<file path="src/rtl/ahb_pkg.sv">
// ahb_pkg: shared bridge types and constants; LOCKED state exists only with ARB_LOCK_EN
package ahb_pkg;
  localparam logic [1:0] HTRANS_IDLE   = 2'b00;
  localparam logic [1:0] HTRANS_BUSY   = 2'b01;
  localparam logic [1:0] HTRANS_NONSEQ = 2'b10;
  localparam logic [1:0] HTRANS_SEQ    = 2'b11;
  localparam int DEFAULT_MAX_TENURE = 16;
  typedef enum logic [1:0] {
    PARK,
    OWNED
`ifdef ARB_LOCK_EN
    , LOCKED
`endif
  } arb_state_e;
endpackage

</file>
<file path="src/rtl/ahb_arbiter_if.sv">
// ahb_arbiter_if: request/grant bundle between the AHB masters and the arbiter
interface ahb_arbiter_if #(
  parameter int NUM_MST = 4
);
  logic [NUM_MST-1:0] Hbusreq;
  logic [NUM_MST-1:0] Hlock;
  logic [2*NUM_MST-1:0] Htrans_all;
  logic Hreadyin;
  logic [NUM_MST-1:0] Hgrant;
  logic [$clog2(NUM_MST)-1:0] Hmaster;
  logic [$clog2(NUM_MST)-1:0] Hmaster_d;
  logic Hmastlock;
  modport slave (
    input  Hbusreq, Hlock, Htrans_all, Hreadyin,
    output Hgrant, Hmaster, Hmaster_d, Hmastlock
  );
  modport master (
    output Hbusreq, Hlock, Htrans_all, Hreadyin,
    input  Hgrant, Hmaster, Hmaster_d, Hmastlock
  );
endinterface

</file>
<file path="src/rtl/rr_picker.sv">
// rr_picker: first asserted request after ptr, wrapping modulo NUM_MST
module rr_picker #(
  parameter int NUM_MST = 4
) (
  input  logic [NUM_MST-1:0]         req,
  input  logic [$clog2(NUM_MST)-1:0] ptr,
  output logic [$clog2(NUM_MST)-1:0] win,
  output logic                       found
);
  logic [$clog2(NUM_MST)-1:0] idx;
  // Scan from the farthest candidate back so the nearest one after ptr is written last.
  always_comb begin
    win = '0;
    found = 1'b0;
    idx = '0;
    for (int k = NUM_MST; k >= 1; k--) begin
      idx = $clog2(NUM_MST)'((int'(ptr) + k) % NUM_MST);
      if (req[idx]) begin
        win = idx;
        found = 1'b1;
      end
    end
  end
endmodule

</file>
<file path="src/rtl/ahb_arbiter.sv">
// ahb_arbiter: round-robin AHB arbiter with tenure limit; locked transfers enabled by ARB_LOCK_EN
module ahb_arbiter
  import ahb_pkg::*;
#(
  parameter int NUM_MST    = 4,
  parameter int MAX_TENURE = DEFAULT_MAX_TENURE
) (
  input logic          Hclk,
  input logic          Hresetn,
  ahb_arbiter_if.slave bus
);
  localparam int MW = $clog2(NUM_MST);
  localparam int TW = $clog2(MAX_TENURE + 1);
  arb_state_e state_q, state_d;
  logic [NUM_MST-1:0] grant_q, grant_d;
  logic [MW-1:0] own_q, own_d, ptr_q, ptr_d, mst_q, mst_d, dmst_q, dmst_d, win;
  logic [TW-1:0] ten_q, ten_d;
  logic lock_q, lock_d, found, beat, other, norm, rearb;
  logic [1:0] own_tr;
  rr_picker #(.NUM_MST(NUM_MST)) u_rr (
    .req  (bus.Hbusreq),
    .ptr  (ptr_q),
    .win  (win),
    .found(found)
  );
  assign own_tr = bus.Htrans_all[{own_q, 1'b0} +: 2];
  assign beat   = (own_tr == HTRANS_NONSEQ) || (own_tr == HTRANS_SEQ);
  assign other  = |(bus.Hbusreq & ~grant_q);
  assign norm   = (state_q == PARK) || !bus.Hbusreq[own_q] || (own_tr == HTRANS_IDLE) ||
                  ((ten_q == TW'(MAX_TENURE - 1)) && other);
`ifdef ARB_LOCK_EN
  assign rearb = (state_q == LOCKED) ? (!bus.Hlock[own_q] && (own_tr == HTRANS_IDLE)) : norm;
`else
  logic unused_hlock;
  assign unused_hlock = ^bus.Hlock;
  assign rearb = norm;
`endif
  // Everything holds while the slave stalls; a ready cycle advances the phases and may re-arbitrate.
  always_comb begin
    state_d = state_q;
    grant_d = grant_q;
    own_d = own_q;
    ptr_d = ptr_q;
    ten_d = ten_q;
    mst_d = mst_q;
    dmst_d = dmst_q;
    lock_d = lock_q;
    if (bus.Hreadyin) begin
      mst_d = own_q;
      dmst_d = mst_q;
`ifdef ARB_LOCK_EN
      lock_d = (state_q == LOCKED);
`endif
      if (beat) ten_d = (ten_q == TW'(MAX_TENURE - 1)) ? '0 : ten_q + 1'b1;
      if (rearb) begin
        own_d = found ? win : '0;
        ptr_d = found ? win : ptr_q;
        grant_d = found ? NUM_MST'(1) << win : NUM_MST'(1);
        state_d = found ? OWNED : PARK;
`ifdef ARB_LOCK_EN
        if (found && bus.Hlock[win]) state_d = LOCKED;
`endif
      end
      if (own_d != own_q) ten_d = '0;
    end
  end
  // State registers; reset parks the bus on master 0 with the pointer on the last master.
  always_ff @(posedge Hclk or negedge Hresetn) begin
    if (!Hresetn) begin
      state_q <= PARK;
      grant_q <= NUM_MST'(1);
      own_q <= '0;
      ptr_q <= MW'(NUM_MST - 1);
      ten_q <= '0;
      mst_q <= '0;
      dmst_q <= '0;
      lock_q <= 1'b0;
    end else begin
      state_q <= state_d;
      grant_q <= grant_d;
      own_q <= own_d;
      ptr_q <= ptr_d;
      ten_q <= ten_d;
      mst_q <= mst_d;
      dmst_q <= dmst_d;
      lock_q <= lock_d;
    end
  end
  assign bus.Hgrant = grant_q;
  assign bus.Hmaster = mst_q;
  assign bus.Hmaster_d = dmst_q;
  assign bus.Hmastlock = lock_q;
endmodule

</file>
<file path="src/flat_wrapper.sv">
// flat-port wrapper written by rule: the top's interface ports become plain ports
module ahb_arbiter_flat import ahb_pkg::*;
#(
  parameter int NUM_MST    = 4,
  parameter int MAX_TENURE = DEFAULT_MAX_TENURE
)
  (Hclk, Hresetn, bus_Hbusreq, bus_Hlock, bus_Htrans_all, bus_Hreadyin, bus_Hgrant, bus_Hmaster, bus_Hmaster_d, bus_Hmastlock);
  ahb_arbiter_if #(.NUM_MST(NUM_MST)) bus_i ();
  input logic Hclk;
  input logic Hresetn;
  input wire logic [$bits(bus_i.Hbusreq)-1:0] bus_Hbusreq;
  input wire logic [$bits(bus_i.Hlock)-1:0] bus_Hlock;
  input wire logic [$bits(bus_i.Htrans_all)-1:0] bus_Htrans_all;
  input wire logic [$bits(bus_i.Hreadyin)-1:0] bus_Hreadyin;
  output wire logic [$bits(bus_i.Hgrant)-1:0] bus_Hgrant;
  output wire logic [$bits(bus_i.Hmaster)-1:0] bus_Hmaster;
  output wire logic [$bits(bus_i.Hmaster_d)-1:0] bus_Hmaster_d;
  output wire logic [$bits(bus_i.Hmastlock)-1:0] bus_Hmastlock;
  assign bus_i.Hbusreq = bus_Hbusreq;
  assign bus_i.Hlock = bus_Hlock;
  assign bus_i.Htrans_all = bus_Htrans_all;
  assign bus_i.Hreadyin = bus_Hreadyin;
  assign bus_Hgrant = bus_i.Hgrant;
  assign bus_Hmaster = bus_i.Hmaster;
  assign bus_Hmaster_d = bus_i.Hmaster_d;
  assign bus_Hmastlock = bus_i.Hmastlock;
  ahb_arbiter #(.NUM_MST(NUM_MST), .MAX_TENURE(MAX_TENURE)) u_core (.Hclk(Hclk), .Hresetn(Hresetn), .bus(bus_i));
endmodule
</file>
<file path="config.mk">
export PLATFORM = sky130hd
export DESIGN_NAME = ahb_arbiter_flat
export DESIGN_NICKNAME = d
export VERILOG_FILES = /design/src/rtl/ahb_pkg.sv /design/src/rtl/ahb_arbiter_if.sv /design/src/rtl/rr_picker.sv /design/src/rtl/ahb_arbiter.sv /design/src/flat_wrapper.sv
export SDC_FILE = /design/constraint.sdc
export NUM_CORES = 1
export LEC_CHECK = 0
export CAP_MARGIN = 10
export CELL_PAD_IN_SITES_DETAIL_PLACEMENT = 1
export CELL_PAD_IN_SITES_GLOBAL_PLACEMENT = 2
export CORE_ASPECT_RATIO = 0.6
export CORE_UTILIZATION = 31
export DETAILED_ROUTE_END_ITERATION = 7
export PLACE_DENSITY = 0.84
export SYNTH_ARGS = -nofsm -noshare
export SYNTH_HDL_FRONTEND = slang
export SYNTH_SLANG_ARGS = --single-unit
</file>
<file path="constraint.sdc">
create_clock -name Hclk -period 5.91 [get_ports Hclk]
set_clock_uncertainty 0.2 [all_clocks]
set_input_delay 0.8865 -clock Hclk [delete_from_list [all_inputs] [get_ports Hclk]]
set_output_delay 0.8865 -clock Hclk [all_outputs]
set_load 0.03 [all_outputs]
</file>
==> impl_metrics.tcl <==
set metrics [dict create \
    grtUsageMet1 0.232 \
    r2r_setup_slack_ns 3.59 \
    use_met2 0.321 \
    post-cts-setup-buffer-count 0 \
    wl_um 2960 \
    ys_ff_latch 18 \
    dp_hpwl_um 2250 \
    synth_seq_area_share 0.433 \
    top_usage_layer "met2" \
    crit_buf_inv 1 \
    n_antenna_cell 0 \
    crit_type "in2reg" \
    yosys_warnings 0 \
    cp-startpoint "bus_Hbusreq[1]" \
    tightest_slew_ns 0.869 \
    cellPowerDensity_mw_per_mm2 488 \
    insertion_delay_ns 0.26 \
    drive_gt1_frac 0.197 \
    timing.fmax_ghz 0.334 \
    cts_max_path_buffers 2 \
    crit_family "simple AND/OR/NAND/NOR gates" \
    routed-via-count 891 \
    cts_max_level 1 \
    slew_viol_final 0 \
    ios 28 \
    setup_viol 0 \
    ant_nets 0 \
    drc 0 \
    p_leak_nw 0.585 \
    cp-start-kind "input port" \
    critPathCaptureType "flip-flop" \
    gp_congestion 0.836 \
    placed_area_mm2 0.00130 \
    cts_buffers 3 \
    via_per_inst 5.27 \
    port_buffers 22 \
    worst_ep_required_time_ns 5.92 \
    gr-usage-met3 0.0466 \
    r2r-end "u_core.ten_q[3]" \
    cp_slowest_cell "clkdlybuf4s50_1" \
    cts.clk_slew.worst_paths_ns 0.08 \
    r2r_start "u_core.ptr_q[1]" \
    critical_path.endpoint "u_core.ten_q[3]" \
    wl_per_cell_um 17.5 \
    track_usage 0.184 \
    critPathMaxStageDelay_ns 0.50 \
    area_growth_pct 29.1 \
    arrival_ns 3.00 \
    syn_inst 104 \
    totalNegativeSetupSlack_ns 0 \
    cap_violations 0 \
    syn_nets 124 \
    relSlewSlack 0.419 \
    path_depth 7 \
    gr-total-overflow 0 \
    grt_max_degree 19 \
    dieArea_mm2 0.00363 \
    cts_resized 0 \
    synth_area_mm2 0.00105 \
    grt_pass1_wl_um 4820 \
    synth.avg_cell_area_um2 10.1 \
    synth.distinct_cells 46 \
    outcome "complete, no violations" \
    die_w_um 77.1 \
    rows 15 \
    clock_sinks 18 \
    clockRootBuffer "clkbuf_8" \
    coreArea_mm2 0.00304 \
    final_util 0.445 \
    irDropWorstVdd_mv 0.194 \
    grt_pass1_vias 971 \
    drt_iter0_markers 21 \
    cts_tree "yes" \
    holdWs_ns 0.293 \
    hold_path_class "reg2reg" \
    synth_edf_count 0 \
    path_cells "clkdlybuf4s50_1, and2b_2, o41ai_1, nand4_1, and2_4, a21oi_1, a221o_1" \
    antenna_found_initial 0 \
    rsz0062_at_grt "no" \
    layout_min_cycle_time_ns 3.00 \
    finalInstanceArea_mm2 0.00135 \
    start_util 0.345 \
    fp.dieH_um 47.1 \
    ys.flop_type "dfrtp_1" \
    total_power_w 0.000661 \
    async_reset_ff_frac 1.00 \
    hold_buffers 0 \
    first_pass_iters 4 \
    critPathMaxFanout 6 \
    period_share 0.507 \
    rr_worst_depth 6 \
    finalHoldViolations 0 \
    final_nets 148 \
]
metal layers:
metal  up-vias  part of all wire  routed length [µm]
met5         -                 0                   0
met2        16              0.47                1390
met4         0             0.010                  30
met1       454              0.49                1450
li1        417                 -                   -
met3         4             0.031                  91
final cells by class:
type                    count  area [µm²]
fillers                   359        1690
flip-flops and latches     18         454
repair buffers             22         220
multi-input cells          77         549
inverters                   6        22.5
well taps                  42        52.6
clock buffers               4        55.1
report_power, final:
part | internal (W) | switching [W] | total [W]
sequential | 0.000180 | 0.0000535 | 0.000233
clock | 0.0000593 | 0.0000466 | 0.000106
combinational | 0.000146 | 0.000176 | 0.000321
total | 0.000385 | 0.000276 | 0.000661
logic make-up (layout without fill, tap and decap cells):
| logic type | count (synthesis) | count (layout) | synth area share |
|---|---|---|---|
| simple gates | 40 | 40 | 0.212 |
| flops | 18 | 18 | 0.433 |
| buf+inv | 9 | 32 | 0.0430 |
| xor+xnor | 2 | 2 | 0.0167 |
| fa+ha+maj | 1 | 1 | 0.0119 |
| other cells | 1 | 1 | 0.00358 |
| mux | 6 | 6 | 0.0740 |
| compound gates | 27 | 27 | 0.205 |
placed cells by master, fill, tap and decap left out, drive strengths merged:
cell / n
and3: 2
nand2b: 2
and2b: 1
dfstp: 3
a221o: 1
clkdlybuf4s50: 22
o22ai: 1
and2: 4
nor2b: 5
a31oi: 1
a21boi: 1
nor2: 8
mux2i: 1
a21o: 4
a22o: 2
o21ai: 4
dfrtp: 15
o211ai: 2
a31o: 1
nand3: 3
xor2: 1
mux2: 4
mux4: 1
nand4: 1
a211oi: 1
and4b: 1
nand3b: 1
ha: 1
xnor2: 1
o311ai: 2
o31ai: 3
o41ai: 1
a21oi: 3
inv: 6
clkbuf: 4
conb: 1
nand2: 12
through the flow:
stage | instances | setup WS, ns
after detailed placement | 165 | 2.63
final | 169 | 2.91
after CTS | 169 | 2.92
after floorplan | 104 | 3.52
after global placement | 165 | 2.70
after global routing | 169 | 2.70
flip-flops by register name, indices dropped and copies added (netlist names):
register              count
u_core.bus.Hmaster        2
u_core.bus.Hmaster_d      2
u_core.ptr_q              2
u_core.state_q            1
u_core.own_q              2
u_core.bus.Hgrant         4
u_core.ten_q              5
Yosys cell counts, drive strengths merged (2+ instances only):
master   n  area share
dfrtp   15        0.36
nand2   12       0.045
nor2     8       0.029
inv      6       0.021
nor2b    5       0.037
a21o     4       0.030
and2     4       0.030
mux2     4       0.043
o21ai    4       0.019
a21oi    3       0.014
dfstp    3       0.075
nand3    3       0.014
o31ai    3       0.035
a22o     2       0.018
and3     2       0.013
buf      2       0.018
nand2b   2       0.012
o211ai   2       0.014
o311ai   2       0.017
tightest hold or removal path: stages, from the launching register on:
cell     delay [ns]
dfstp_2        0.38
nand2_1        0.05
o31ai_1        0.06
how the worst min path moves through the flow:
stage                         start  slack [ns]  depth (start not counted)                   end
3_3_place_gp      u_core.state_q[0]        0.27                          2     u_core.state_q[0]
4_1_cts           u_core.state_q[0]        0.29                          2     u_core.state_q[0]
6_report       u_core.bus.Hgrant[0]        0.29                          2  u_core.bus.Hgrant[0]
2_1_floorplan     u_core.state_q[0]        0.25                          2     u_core.state_q[0]
5_1_grt           u_core.state_q[0]        0.31                          2     u_core.state_q[0]
3_5_place_dp      u_core.state_q[0]        0.28                          2     u_core.state_q[0]
No activity file was read; power rests on OpenSTA's default activity.
